==> src/rtl/wb_sevenseg.sv <==
// Wishbone slave driving an 8-digit multiplexed seven-segment display.
// Hex or raw segment patterns, programmable frame rate and per-slot anode blanking.
module wb_sevenseg #(
    parameter int ARCHBITSZ = 32,
    parameter int CLKFREQ   = 100000000,
    parameter int REFRESHHZ = 1000,
    parameter int BLANKCYC  = 16
) (
    input  logic                                         rst_i,
    input  logic                                         clk_i,
    input  logic                                         wb_cyc_i,
    input  logic                                         wb_stb_i,
    input  logic                                         wb_we_i,
    input  logic [ARCHBITSZ-$clog2(ARCHBITSZ/8)-1:0]     wb_addr_i,
    input  logic [ARCHBITSZ/8-1:0]                       wb_sel_i,
    input  logic [ARCHBITSZ-1:0]                         wb_dat_i,
    output logic                                         wb_bsy_o,
    output logic                                         wb_ack_o,
    output logic [ARCHBITSZ-1:0]                         wb_dat_o,
    output logic [ARCHBITSZ-1:0]                         wb_mapsz_o,
    output logic [7:0]                                   an_o,
    output logic [7:0]                                   seg_o
);

    localparam int ADDRBITSZ = ARCHBITSZ - $clog2(ARCHBITSZ/8);
    localparam int DWELL     = CLKFREQ / (REFRESHHZ * 8);
    localparam int CNTW      = (DWELL > 2) ? $clog2(DWELL) : 1;

    logic [31:0]     value;
    logic [7:0]      en_mask;
    logic [7:0]      dp_mask;
    logic            raw_mode;
    logic [63:0]     raw;
    logic [CNTW-1:0] dwell;
    logic [2:0]      d;
    logic            acc;
    logic [31:0]     rdata;
    logic [3:0]      nib;
    logic [7:0]      pat;
    logic            unused;

    assign acc        = wb_cyc_i & wb_stb_i;
    assign wb_bsy_o   = 1'b0;
    assign wb_mapsz_o = ARCHBITSZ'(16);
    assign unused     = ^wb_addr_i[ADDRBITSZ-1:2];

    function automatic logic [6:0] hex7(input logic [3:0] n);
        case (n)
            4'h0: hex7 = 7'h3F;  4'h1: hex7 = 7'h06;  4'h2: hex7 = 7'h5B;  4'h3: hex7 = 7'h4F;
            4'h4: hex7 = 7'h66;  4'h5: hex7 = 7'h6D;  4'h6: hex7 = 7'h7D;  4'h7: hex7 = 7'h07;
            4'h8: hex7 = 7'h7F;  4'h9: hex7 = 7'h6F;  4'hA: hex7 = 7'h77;  4'hB: hex7 = 7'h7C;
            4'hC: hex7 = 7'h39;  4'hD: hex7 = 7'h5E;  4'hE: hex7 = 7'h79;  default: hex7 = 7'h71;
        endcase
    endfunction

    // Register file; each byte lane honours its select independently.
    always_ff @(posedge clk_i or posedge rst_i) begin
        if (rst_i) begin
            value    <= '0;
            en_mask  <= '0;
            dp_mask  <= '0;
            raw_mode <= 1'b0;
            raw      <= '0;
        end else if (acc && wb_we_i) begin
            case (wb_addr_i[1:0])
                2'd0: for (int b = 0; b < 4; b++)
                          if (wb_sel_i[b]) value[8*b +: 8] <= wb_dat_i[8*b +: 8];
                2'd1: begin
                    if (wb_sel_i[0]) en_mask  <= wb_dat_i[7:0];
                    if (wb_sel_i[1]) dp_mask  <= wb_dat_i[15:8];
                    if (wb_sel_i[2]) raw_mode <= wb_dat_i[16];
                end
                2'd2: for (int b = 0; b < 4; b++)
                          if (wb_sel_i[b]) raw[8*b +: 8] <= wb_dat_i[8*b +: 8];
                default: for (int b = 0; b < 4; b++)
                          if (wb_sel_i[b]) raw[32 + 8*b +: 8] <= wb_dat_i[8*b +: 8];
            endcase
        end
    end

    always_comb begin
        rdata = '0;
        case (wb_addr_i[1:0])
            2'd0:    rdata = value;
            2'd1:    rdata = {15'b0, raw_mode, dp_mask, en_mask};
            2'd2:    rdata = raw[31:0];
            default: rdata = raw[63:32];
        endcase
    end

    // Read data is forced to zero outside an ack so the interconnect can OR slaves.
    always_ff @(posedge clk_i or posedge rst_i) begin
        if (rst_i) begin
            wb_ack_o <= 1'b0;
            wb_dat_o <= '0;
        end else begin
            wb_ack_o <= acc;
            wb_dat_o <= acc ? ARCHBITSZ'(rdata) : '0;
        end
    end

    always_ff @(posedge clk_i or posedge rst_i) begin
        if (rst_i) begin
            dwell <= '0;
            d     <= '0;
        end else if (dwell == CNTW'(DWELL-1)) begin
            dwell <= '0;
            d     <= d + 3'd1;
        end else begin
            dwell <= dwell + 1'b1;
        end
    end

    always_comb begin
        nib = value[{d, 2'b00} +: 4];
        pat = raw_mode ? raw[{d, 3'b000} +: 8] : {dp_mask[d], hex7(nib)};
    end

    // Leading blank cycles of every slot keep the previous digit from ghosting.
    always_ff @(posedge clk_i or posedge rst_i) begin
        if (rst_i) begin
            an_o  <= 8'hFF;
            seg_o <= 8'hFF;
        end else if (dwell < CNTW'(BLANKCYC) || !en_mask[d]) begin
            an_o  <= 8'hFF;
            seg_o <= 8'hFF;
        end else begin
            an_o  <= ~(8'b1 << d);
            seg_o <= ~pat;
        end
    end

endmodule

==> config.mk <==
export PLATFORM = sky130hd
export DESIGN_NAME = wb_sevenseg
export DESIGN_NICKNAME = d
export VERILOG_FILES = /design/src/rtl/wb_sevenseg.sv
export SDC_FILE = /design/constraint.sdc
export NUM_CORES = 1
export LEC_CHECK = 0
export ABC_AREA = 1
export BUFFER_PORTS_ARGS = -buffer_cell sky130_fd_sc_hd__buf_2
export CAP_MARGIN = 20
export CORE_MARGIN = 8
export CORE_UTILIZATION = 29
export CTS_BUF_LIST = sky130_fd_sc_hd__clkbuf_8
export DETAILED_ROUTE_END_ITERATION = 10
export HOLD_SLACK_MARGIN = 0.1
export PLACE_DENSITY_LB_ADDON = 0.25
export SLEW_MARGIN = 15
export SYNTH_ARGS = -nofsm -noshare
export SYNTH_HDL_FRONTEND = slang
export SYNTH_SLANG_ARGS = --single-unit
==> constraint.sdc <==
create_clock -name clk_i -period 10.8 [get_ports clk_i]
set_input_delay 2.16 -clock clk_i [delete_from_list [all_inputs] [get_ports clk_i]]
set_output_delay 2.16 -clock clk_i [all_outputs]
set_load 0.005 [all_outputs]
==> results.md, run 1 <==
- PD cells: 159 nW/um^2
- Critical Path Slowest Stage Cell: nand2_1
- Final critical-path share of the clock period: 36.8%
- DR pass1 iterations: 5
- Mean Syn Cell Area: 8.41 um^2
- Number of synthesized flops with an enable pin: 0
- Vias per cell: 4.87
- Synth Area in Simple Gates: 22.9%
- Multi-input logic area: 3800 um^2
- Crit-path max FO: 20
- DRC: 0
- Inst Count DP: 1533
- Mux cell area share after synthesis: 0%
- Worst-Margin Slew: 0.935 ns
- CTS buffer count: 17
- Post-CTS Setup Inserts: 0
- Fmax: 0.252 GHz
- Main combinational cell family by area after synthesis: simple AND/OR/NAND/NOR gates
- Antenna Violating Nets Remaining: 0
- Relative slew slack: 37.5%
- Total number of vias: 7628
- Largest net degree at the start of global routing: 71
- Placer Congestion: 0.851
- Area share of fa/ha/maj cells after synthesis: 1.78%
- Yosys top cell area share: 44.5%
- Sequential area share after synthesis: 49.1%
- Initial antenna violation count: 0
- Final std cells w/o fill: 1565
- RSZ-0062 raised after global routing: no
- Drt wl/cell: 18.3 um
- Die Y: 194 um
- Final wirelength: 28.6 mm
- Total gr overflow: 0
- Synth area leader: dfrtp_1
- Hold path endpoint: dwell[0]
- Die area: 37500 um^2
- Antenna Cells: 0
- Clock buffer depth: 2
- I/O pin count: 153
- Syn. warnings: 0
- Synth Area in XOR/XNOR: 0.478%
- Final slew viol count: 0
- Hold path cells: 1
- Min cycle time layout: 3.97 ns
- Worst r2r dst: seg_o[0]
- Htree depth: 4
- DR iter-0 viols: 580
- Layout cells sized above 1: 16.1%
- Skew final: 0.0160 ns
- Starting Density: 29.3%
- HPWL after detailed placement: 19.9 mm
- Peak supply drop: 0.0737 mV
- Rows: 65
- Storage cell area: 4500 um^2
- Post-Syn Area: 9160 um^2
- CTS tree: done
- Yosys cell types: 43
- Leakage power: 4.90 nW
- Syn Inst Count: 1089
- Sink Count: 179
- CP required: 11.16 ns
- Worst Setup Start Kind: primary input
- Clock transition at path regs: 0.09 ns
- Flop2flop setup slack: 8.16 ns
- Most used cell, CP: inv_2
- Final WS setup: 6.83 ns
- Layout area overhead: 10.3%
- Final setup vio count: 0
- Width of the die: 194 um
- All-layer global routing usage: 15.2%
- Core area: 31300 um^2
- Compound-cell area share of the yosys netlist: 14.9%
- HP Class: flip-flop to flip-flop
- Outcome: finished clean
- Final Util: 32.3%
- Post-CTS sizing: 0
- Worst R2R Start: d[0]
- #FFs+latches synth: 179
- Minimum hold slack: 0.455 ns
- Skew-Pair Late Insertion Delay: 0.47 ns
- Ys flop type: dfrtp_1
- TNS Setup: 0 ns
- Asr flop ratio synth: 100%
- Worst R2R Path Depth: 14
- CP max stage delay: 0.51 ns
- First-pass GRT wire length: 45.1 mm
- Max-cap violations: 0
- IO Port Bufs: 91
- Final Hold Violating Endpoints: 0
- CP Class: primary input to flip-flop
- Layout Nets: 1234
- Filler Cell Count: 3410
- Number of global-route vias before repair: 7509
- CTS Hold Bufs: 0
- Crit path DAT: 4.33 ns
- Origin of the worst min-delay path: dwell[0]
- Crit. End Element: flip-flop
- Crit-path cells: buf_2, inv_2, nand2_1, inv_2, nand3_2, o21ai_0
- CTS Root Cell: clkbuf_8
- Dpl ws: 6.37 ns
- Area contributors post-synth: dfrtp_1 45%, nand2_1 12%, dfstp_2 4.6%, o21ai_1 4.4%, nand3_1 4.0%
-- Yosys cell counts (14+ instances only) --
cell      number
dfrtp_1      163
buf_4         41
o21ai_1       81
dfstp_2       16
o21ai_0       65
nor2_1        36
o22ai_1       14
nand2_1      293
nand3_1       73
inv_1         89
nor3_1        18
a21oi_1       48
buf_2         16
clkbuf_1      14
o211ai_1      22
-- critical path: cells and delay by family --
family | cells | cell delay (ns)
buf+inv | 3 | 1.01
simple gates | 2 | 0.82
compound gates | 1 | 0.32
-- cells in the final DEF, fill, tap and decap left out, types with 5 or more instances in the layout --
cell        n
nand2_1   292
a21oi_1    48
nor3_1     18
buf_2      91
nand3_4     9
inv_1      89
o21ai_1    81
inv_2       6
nand3_2    10
o211ai_1   22
a22oi_1     7
ha_1       13
dfrtp_1   162
clkbuf_8   21
nor2_1     36
o22ai_1    14
conb_1     33
buf_4       7
xor2_1      5
o21ai_0    65
dfstp_2    16
nand3_1    73
-- metal layers --
| metal | up-vias | routed length (um) | GRT usage [%] |
|---|---|---|---|
| met5 | - | 0 | 0 |
| met4 | 0 | 483 | 4.08 |
| met3 | 27 | 1270 | 2.69 |
| met2 | 204 | 13500 | 24.7 |
| met1 | 3741 | 13300 | 20.5 |
| li1 | 3656 | - | - |
-- where the power goes --
part	switching (mW)	internal [mW]
Clock	0.256	0.231
Combinational	0.175	0.102
Sequential	0.0737	0.765
Total	0.504	1.10
-- registers in the layout, indices dropped and copies added, names as in the netlist, 3 cells and up --
register	cells
raw	64
value	32
wb_dat_o	32
dwell	14
an_o	8
dp_mask	8
en_mask	8
seg_o	8
d	3
-- worst max-delay path by stage --
stage | startpoint | cells after the start | end | slack (ns)
after global placement | wb_addr_i[0] | 5 | wb_dat_o[29] | 6.35
final | wb_addr_i[0] | 6 | raw[24] | 6.83
after floorplan | rst_i | 1 | d[0] | 3.81
after detailed placement | wb_addr_i[0] | 5 | wb_dat_o[29] | 6.37
after global routing | wb_addr_i[0] | 6 | raw[24] | 6.72
after CTS | wb_addr_i[0] | 5 | wb_dat_o[29] | 6.86
-- cell type report --
class                      instances  share of cell area [%]
multi-input combinational        756                    37.6
timing repair buffer              98                    5.03
sequential                       179                    44.6
clock buffer                      21                    2.86
tap                              402                    4.98
inverter                          98                    3.72
clock inverter                    11                    1.25
-- per-stage QoR --
| step | total power, mW | instance area (um^2) |
|---|---|---|
| 2_1_floorplan | 1.03 | 9280 |
| 3_3_place_gp | 1.12 | 9690 |
| 3_5_place_dp | 1.13 | 9690 |
| 4_1_cts | 1.62 | 10100 |
| 5_1_grt | 1.69 | 10100 |
| 6_report | 1.60 | 10100 |
-- cells by family after synthesis --
kind of cell	count (synthesis)
XOR/XNOR	5
buffers and inverters	185
AO/OA/AOI/OAI	247
flip-flops	179
adder cells (fa/ha/maj)	13
other	2
AND/OR/NAND/NOR	458
No activity file was read; power rests on OpenSTA's default activity.
==> run 2: changes to the inputs <==
- clock period: 10.8 -> 4.1 ns (I/O delays scaled with it)
==> run 2 against run 1 <==
  * Combinational power increased to 2.7 times the previous value
  * Critical path type is now flip-flop to flip-flop
  * Largest power group unchanged
  * Via count decreased by 0.55%
  * Sequential power increased to 2.6 times the previous value
  * Worst setup slack got worse by 5.2 ns
  * Flip-flop and latch count unchanged
  * Die area unchanged
  * Cell count increased by 0.45%
  * Core utilization about the same
  * Total power increased to 2.6 times the previous value
==> results.md, run 2 (same netlist as run 1, synthesis figures left out) <==
- Crit path DAT: 2.87 ns (-1.46 ns)
- Final wirelength: 28.9 mm (+1.2%)
- Peak supply drop: 0.151 mV (+100%)
- Critical Path Slowest Stage Cell: dfrtp_2
- CTS tree: done
- Worst Setup Start Kind: flip-flop
- Layout cells sized above 1: 16.3% (+0.25 points)
- Initial antenna violation count: 1 (+1)
- First-pass GRT wire length: 45.8 mm (+1.5%)
- Final std cells w/o fill: 1572 (+0.45%)
- Top reg by flops: raw
- Fmax: 0.408 GHz
- Leakage power: 4.93 nW (+0.43%)
- Skew final: 0.0129 ns (-0.00311 ns)
- Outcome: finished clean
- Htree depth: 4 (unchanged)
- DR iter-0 viols: 661 (+14%)
- HPWL after detailed placement: 20.6 mm (+3.4%)
- Final critical-path share of the clock period: 59.8%
- Final Hold Violating Endpoints: 0 (unchanged)
- I/O pin count: 153 (unchanged)
- Sink Count: 179 (unchanged)
- Most frequent cells in the layout: 293 x nand2_1, 162 x dfrtp_1, 91 x inv_1, 91 x buf_2, 81 x o21ai_1
- HP Class: primary input to async pin
- Min cycle time layout: 2.45 ns
- Post-CTS sizing: 0 (unchanged)
- Number of global-route vias before repair: 7667 (+2.1%)
- Worst R2R Start: d[0]
- Top flop regs: raw x64, value x32, wb_dat_o x32
- CP required: 4.52 ns (-6.64 ns)
- Skew-Pair Late Insertion Delay: 0.47 ns (about the same)
- Placer Congestion: 0.843 (-0.98%)
- CTS Root Cell: clkbuf_8
- CTS buffer count: 17 (unchanged)
- RSZ-0062 raised after global routing: no
- CTS Hold Bufs: 0 (unchanged)
- Antenna Violating Nets Remaining: 0 (unchanged)
- DR pass1 iterations: 5 (unchanged)
- IO Port Bufs: 91 (unchanged)
- Layout area overhead: 10.4%
- Layout Nets: 1241 (+0.57%)
- Filler Cell Count: 3389 (-0.62%)
- Clock buffer depth: 2 (unchanged)
- Most common cell after layout, fill and taps aside: nand2_1
- Most used cell, CP: nand2_1
- PD cells: 405 nW/um^2 (+160%)
- DRC: 0 (unchanged)
- All-layer global routing usage: 15.5% (+0.29 points)
- CP Class: flip-flop to flip-flop
- Post-CTS Setup Inserts: 0 (unchanged)
- Antenna Cells: 0 (unchanged)
- Minimum hold slack: 0.427 ns (-0.0280 ns)
- Rows: 65 (unchanged)
- Worst-Margin Slew: 0.768 ns (-0.167 ns)
- Width of the die: 194 um (unchanged)
- Drt wl/cell: 18.4 um (+0.74%)
- Core area: 31300 um^2 (unchanged)
- Overall Power: 4.10 mW (+160%)
- Crit. End Element: flip-flop
- Clock transition at path regs: 0.10 ns (about the same)
- Crit-path max FO: 56 (+180%)
- Flop2flop setup slack: 1.65 ns (-6.51 ns)
- Inst Count DP: 1540 (+0.46%)
- Relative slew slack: 48.7% (+11 points)
- Max-cap violations: 0 (unchanged)
- TNS Setup: 0 ns (unchanged)
- Worst R2R Path Depth: 9 (-5)
- Die Y: 194 um (unchanged)
- Largest register FFs: 64 (unchanged)
- Worst r2r dst: seg_o[1]
- Starting Density: 29.3% (unchanged)
- CP max stage delay: 0.47 ns (-0.04 ns)
- Vias per cell: 4.83 (-0.99%)
- Crit-path cells: inv_4, o21ai_0, nand3_1, nand2_1, ha_1, nand3_1, a21oi_1, nand2_1, nand2_1
- Final setup vio count: 0 (unchanged)
- Total gr overflow: 0 (unchanged)
- Largest net degree at the start of global routing: 100 (+41%)
- Final slew viol count: 0 (unchanged)
- Die area: 37500 um^2 (unchanged)
- Total number of vias: 7586 (-0.55%)
[run 2: power by group]
part	switching [mW]	total (mW)	leakage, nW	internal (mW)
combinational	0.462	0.737	2.43	0.274
sequential	0.198	2.21	2.31	2.01
clock	0.673	1.15	0.190	0.475
[run 2: metrics by stage]
| step | utilization, % | setup WS, ns | cell area (um^2) |
|---|---|---|---|
| finish | 32.3 | 1.65 | 10100 |
| global route | 32.3 | 1.45 | 10100 |
| CTS | 32.3 | 1.61 | 10100 |
| detailed placement | 31.2 | 1.24 | 9760 |
| global placement | 31.2 | 1.31 | 9760 |
| floorplan | - | 0.998 | 9280 |
[run 2: critical path, delay by kind of cell (launching register included)]
family | cells | cell delay (ns)
AO/OA/AOI/OAI | 2 | 0.51
buffers and inverters | 1 | 0.45
adder cells (fa/ha/maj) | 1 | 0.32
flip-flops | 1 | 0.47
AND/OR/NAND/NOR | 5 | 0.58
[run 2: cell type report]
cell class,instances,area [um^2],share of cell area [%]
Sequential cell,179,4500,44.5
Multi-Input combinational cell,756,3800,37.5
Timing Repair Buffer,105,586,5.79
Tap cell,402,503,4.97
Inverter,98,374,3.70
Clock buffer,17,234,2.31
Clock inverter,15,120,1.19
[run 2: per-layer routing]
metal,global-route usage (%),routed length (um),vias to the layer above
li1,-,-,3670
met1,20.4,13000,3653
met2,25.2,13700,219
met3,2.60,1460,42
met4,5.50,728,2
met5,0,15,-
[run 2: worst max-delay path by stage]
stage | from | end | slack, ns | cells after the start
floorplan | rst_i | d[0] | 1.0 | 1
global route | d[1] | seg_o[2] | 1.45 | 11
global placement | wb_addr_i[1] | wb_dat_o[30] | 1.31 | 6
CTS | d[1] | seg_o[2] | 1.61 | 11
detailed placement | wb_cyc_i | value[20] | 1.24 | 5
finish | d[0] | seg_o[1] | 1.65 | 9
==> run 3: changes to the inputs <==
- ABC_AREA: 1 -> 0
- clock period: 4.1 -> 2.1 ns (I/O delays scaled with it)
==> run 3 against run 2 <==
  * The flow now finishes with violations (setup timing)
  * Non-clock buffer count rose by 44
  * Die area fell by 4.9%
  * Wire length fell by 13%
  * Critical endpoint is now seg_o[3]
  * Sequential power rose by 100%
  * Flip-flop and latch count did not move
  * Global-route usage fell by 1.1 points
  * Synthesized cell count fell by 43%
  * Register-to-register slack got worse by 1.8 ns
==> results.md, run 3 <==
- Outcome: finished with violations
- Violated checks: setup timing
- Ys flop type: dfrtp_1
- Grt met3 use: 3.35% (+0.74 points)
- Layout Nets: 851 (-31%)
- Rows: 63 (-3.1%)
- Count leader, synth: dfrtp_1
- Asr flop ratio synth: 100% (unchanged)
- Busiest layer in global routing: met2
- Switching pwr: 2.68 mW (+100%)
- CTS buffer count: 17 (unchanged)
- IO Port Bufs: 91 (unchanged)
- Critical Path Slowest Stage Cell: mux4_2
- Final std cells w/o fill: 1170 (-26%)
- Fmax: 0.448 GHz (+9.9%)
- Hold path endpoint: value[23]
- Syn Inst Count: 625 (-43%)
- Clock buffer depth: 2 (unchanged)
- Final critical-path share of the clock period: 106% (+46 points)
- Layout cells sized above 1: 51.0% (+35 points)
- Reg power frac: 52.0% (-2.0 points)
- CP Class: flip-flop to flip-flop
- Sequential area share after synthesis: 51.9% (+2.8 points)
- Crit-path cells: buf_12, mux4_2, mux2i_4, inv_2, ha_4, mux2_4, a32oi_2, o311ai_2
- RSZ-0062 raised after global routing: yes
- Origin of the worst min-delay path: wb_dat_i[23]
- Peak supply drop: 0.303 mV (+100%)
- Width of the die: 189 um (-2.5%)
- Crit-path max FO: 5 (-91%)
- Yosys cell types: 44 (+2.3%)
- Top post-synthesis cells by count: 163 x dfrtp_1, 130 x mux2_2, 42 x mux4_2, 41 x nor2_1, 36 x nand2_1
- Layout area overhead: 20.5%
- Min cycle time layout: 2.23 ns (-0.222 ns)
- Yosys top cell area share: 47.0% (+2.5 points)
- Final setup vio count: 6 (+6)
- Number of global-route vias before repair: 5912 (-23%)
- All-layer global routing usage: 14.3% (-1.1 points)
- Most common cell after layout, fill and taps aside: dfrtp_1
- Total gr overflow: 0 (unchanged)
- Flop2flop setup slack: -0.13 ns (-1.78 ns)
- Most frequent cells in the layout: 162 x dfrtp_1, 130 x mux2_2, 91 x buf_2
- DRC: 0 (unchanged)
- Top flop regs: raw x64, value x32, wb_dat_o x32
- CP delay by family, top: multiplexers
- Area contributors post-synth: dfrtp_1 47%, mux2_2 17%, mux4_2 11%, dfstp_2 4.8%, buf_4 2.9%
- Placer Congestion: 0.796 (-5.5%)
- Total number of vias: 5528 (-27%)
- Skew-Pair Late Insertion Delay: 0.48 ns (about the same)
- Final Hold Violating Endpoints: 0 (unchanged)
- Syn. warnings: 0 (unchanged)
- PD cells: 818 nW/um^2 (+100%)
- Drt wl/cell: 21.6 um (+17%)
- Mean Syn Cell Area: 13.9 um^2 (+65%)
- Post-Syn Area: 8670 um^2 (-5.3%)
- Largest net degree at the start of global routing: 93 (-7.0%)
- Critical Path Stages: 8 (-1)
- Antenna Violating Nets Remaining: 0 (unchanged)
- Max-cap violations: 0 (unchanged)
- HPWL after detailed placement: 18.3 mm (-11%)
- CTS tree: done
- Met2 Track Usage GR: 22.6% (-2.6 points)
- Power share of the clock group: 28.8% (+0.8 points)
- Buf/Inv on CP: 2 (+1)
- Number of synthesized flops with an enable pin: 0 (unchanged)
- Htree depth: 4 (unchanged)
- Design internal power: 5.87 mW (+110%)
- Worst Setup Start Kind: flip-flop
- Worst R2R Path Depth: 8 (-1)
- Final slew viol count: 0 (unchanged)
- Vias per cell: 4.72 (-2.1%)
- Largest register FFs: 64 (unchanged)
- CP required: 2.50 ns (-2.02 ns)
- Top reg by flops: raw
- Final wirelength: 25.2 mm (-13%)
- Minimum hold slack: 0.191 ns (-0.236 ns)
- Crit path DAT: 2.63 ns (-0.24 ns)
- DR pass1 iterations: 4 (-1)
- Initial antenna violation count: 0 (-1)
- Core area: 29600 um^2 (-5.6%)
- CTS Root Cell: clkbuf_8
- Sink Count: 179 (unchanged)
- Worst R2R Start: d[1]
- Crit. End Element: flip-flop
- Overall Power: 8.55 mW (+110%)
- Worst r2r dst: seg_o[3]
- Hold path cells: 2
- HP Class: primary input to flip-flop
- #FFs+latches synth: 179 (unchanged)
- Synth area leader: dfrtp_1
- Inst Count DP: 1131 (-27%)
- First-pass GRT wire length: 38.5 mm (-16%)
- Skew final: 0.0190 ns (+0.00618 ns)
- Die Y: 189 um (-2.5%)
- Met1 usage: 19.1% (-1.3 points)
- Clock transition at path regs: 0.12 ns (+0.02 ns)
- Sw Share: 31.4% (-1.2 points)
- Starting Density: 29.3% (+0.087 points)
- Antenna Cells: 0 (unchanged)
- Leakage power: 4.67 nW (-5.2%)
- Die area: 35700 um^2 (-4.9%)
- I/O pin count: 153 (unchanged)
- DR iter-0 viols: 335 (-49%)
- CP max stage delay: 0.53 ns (+0.06 ns)
- Worst-Margin Slew: 0.851 ns (+0.0828 ns)
- Final WS setup: -0.132 ns (-1.78 ns)
- Relative slew slack: 43.3% (-5.4 points)
- Logic pwr share: 19.2% (+1.2 points)
## run 3: cell count changes in the layout (fill, tap and decap cells not counted), moves of 46 or more
cell and change:
nand3_1 -55, o21ai_0 -63, nand2_1 -258, mux4_2 +46, o21ai_1 -81, inv_1 -87, mux2_2 +130
## run 3: area by class of cell
type / instances / area [um^2]
Sequential cell: 179 / 4500
Clock buffer: 18 / 248
Clock inverter: 14 / 159
Tap cell: 390 / 488
Fill cell: 2922 / 19100
Inverter: 9 / 37.5
Multi-Input combinational cell: 411 / 3970
Timing Repair Buffer: 149 / 1050
## run 3: per-layer routing
metal | wire length (um) | up-vias
met2 | 11900 | 140
li1 | - | 2504
met4 | 560 | 0
met1 | 11500 | 2857
met3 | 1280 | 27
met5 | 0 | -
## run 3: how the worst max path moves through the flow
stage               start  endpoint  slack [ns]
global route         d[1]  seg_o[3]       -0.24
finish               d[1]  seg_o[3]       -0.13
floorplan           rst_i      d[0]       -0.60
detailed placement   d[1]  seg_o[4]       -0.16
CTS                  d[1]  seg_o[4]       -0.11
global placement     d[1]  seg_o[1]       -0.13
## run 3: worst reg2reg max path, stage by stage, from the launching register on
cell and delay [ns]:
dfrtp_2 0.41, buf_12 0.14, mux4_2 0.53, mux2i_4 0.24
inv_2 0.11, ha_4 0.17, mux2_4 0.27, a32oi_2 0.17
o311ai_2 0.12
## run 3: through the flow
step	setup TNS, ns	util, %	worst slack (ns)	area, um^2
floorplan	-98.67	-	-0.602	8820
global placement	-0.640	33.6	-0.132	9920
detailed placement	-0.751	33.6	-0.156	9920
CTS	-0.490	35.2	-0.109	10400
global route	-1.13	35.4	-0.236	10500
finish	-0.464	35.4	-0.132	10500
## run 3: cells by family after synthesis
kind of cell | share of synthesized area [%]
muxes | 29.8
AOI/OAI and AO/OA | 2.90
DFF | 51.9
other | 0.0866
adders and majority gates | 1.88
xor gates and xnor gates | 1.31
buffers and inverters | 4.63
and+or+nand+nor | 7.56
## run 3: what timing repair did
action                                  CTS  global route
endpoints found under the setup margin    7             7
setup buffers                             2             2
pin swaps                                 2             0
hold endpoints to repair                 13             0
hold buffers                              1             0
resized for setup                         8             5
gates cloned                              2             0
## run 3: power groups by stage
stage | Combinational [mW] | Clock (mW) | Sequential, mW
finish | 1.64 | 2.46 | 4.45
global route | 1.81 | 2.65 | 4.51
CTS | 1.63 | 2.54 | 4.45
detailed placement | 1.60 | 0 | 4.52
global placement | 1.58 | 0 | 4.51
floorplan | 1.18 | 0 | 4.26
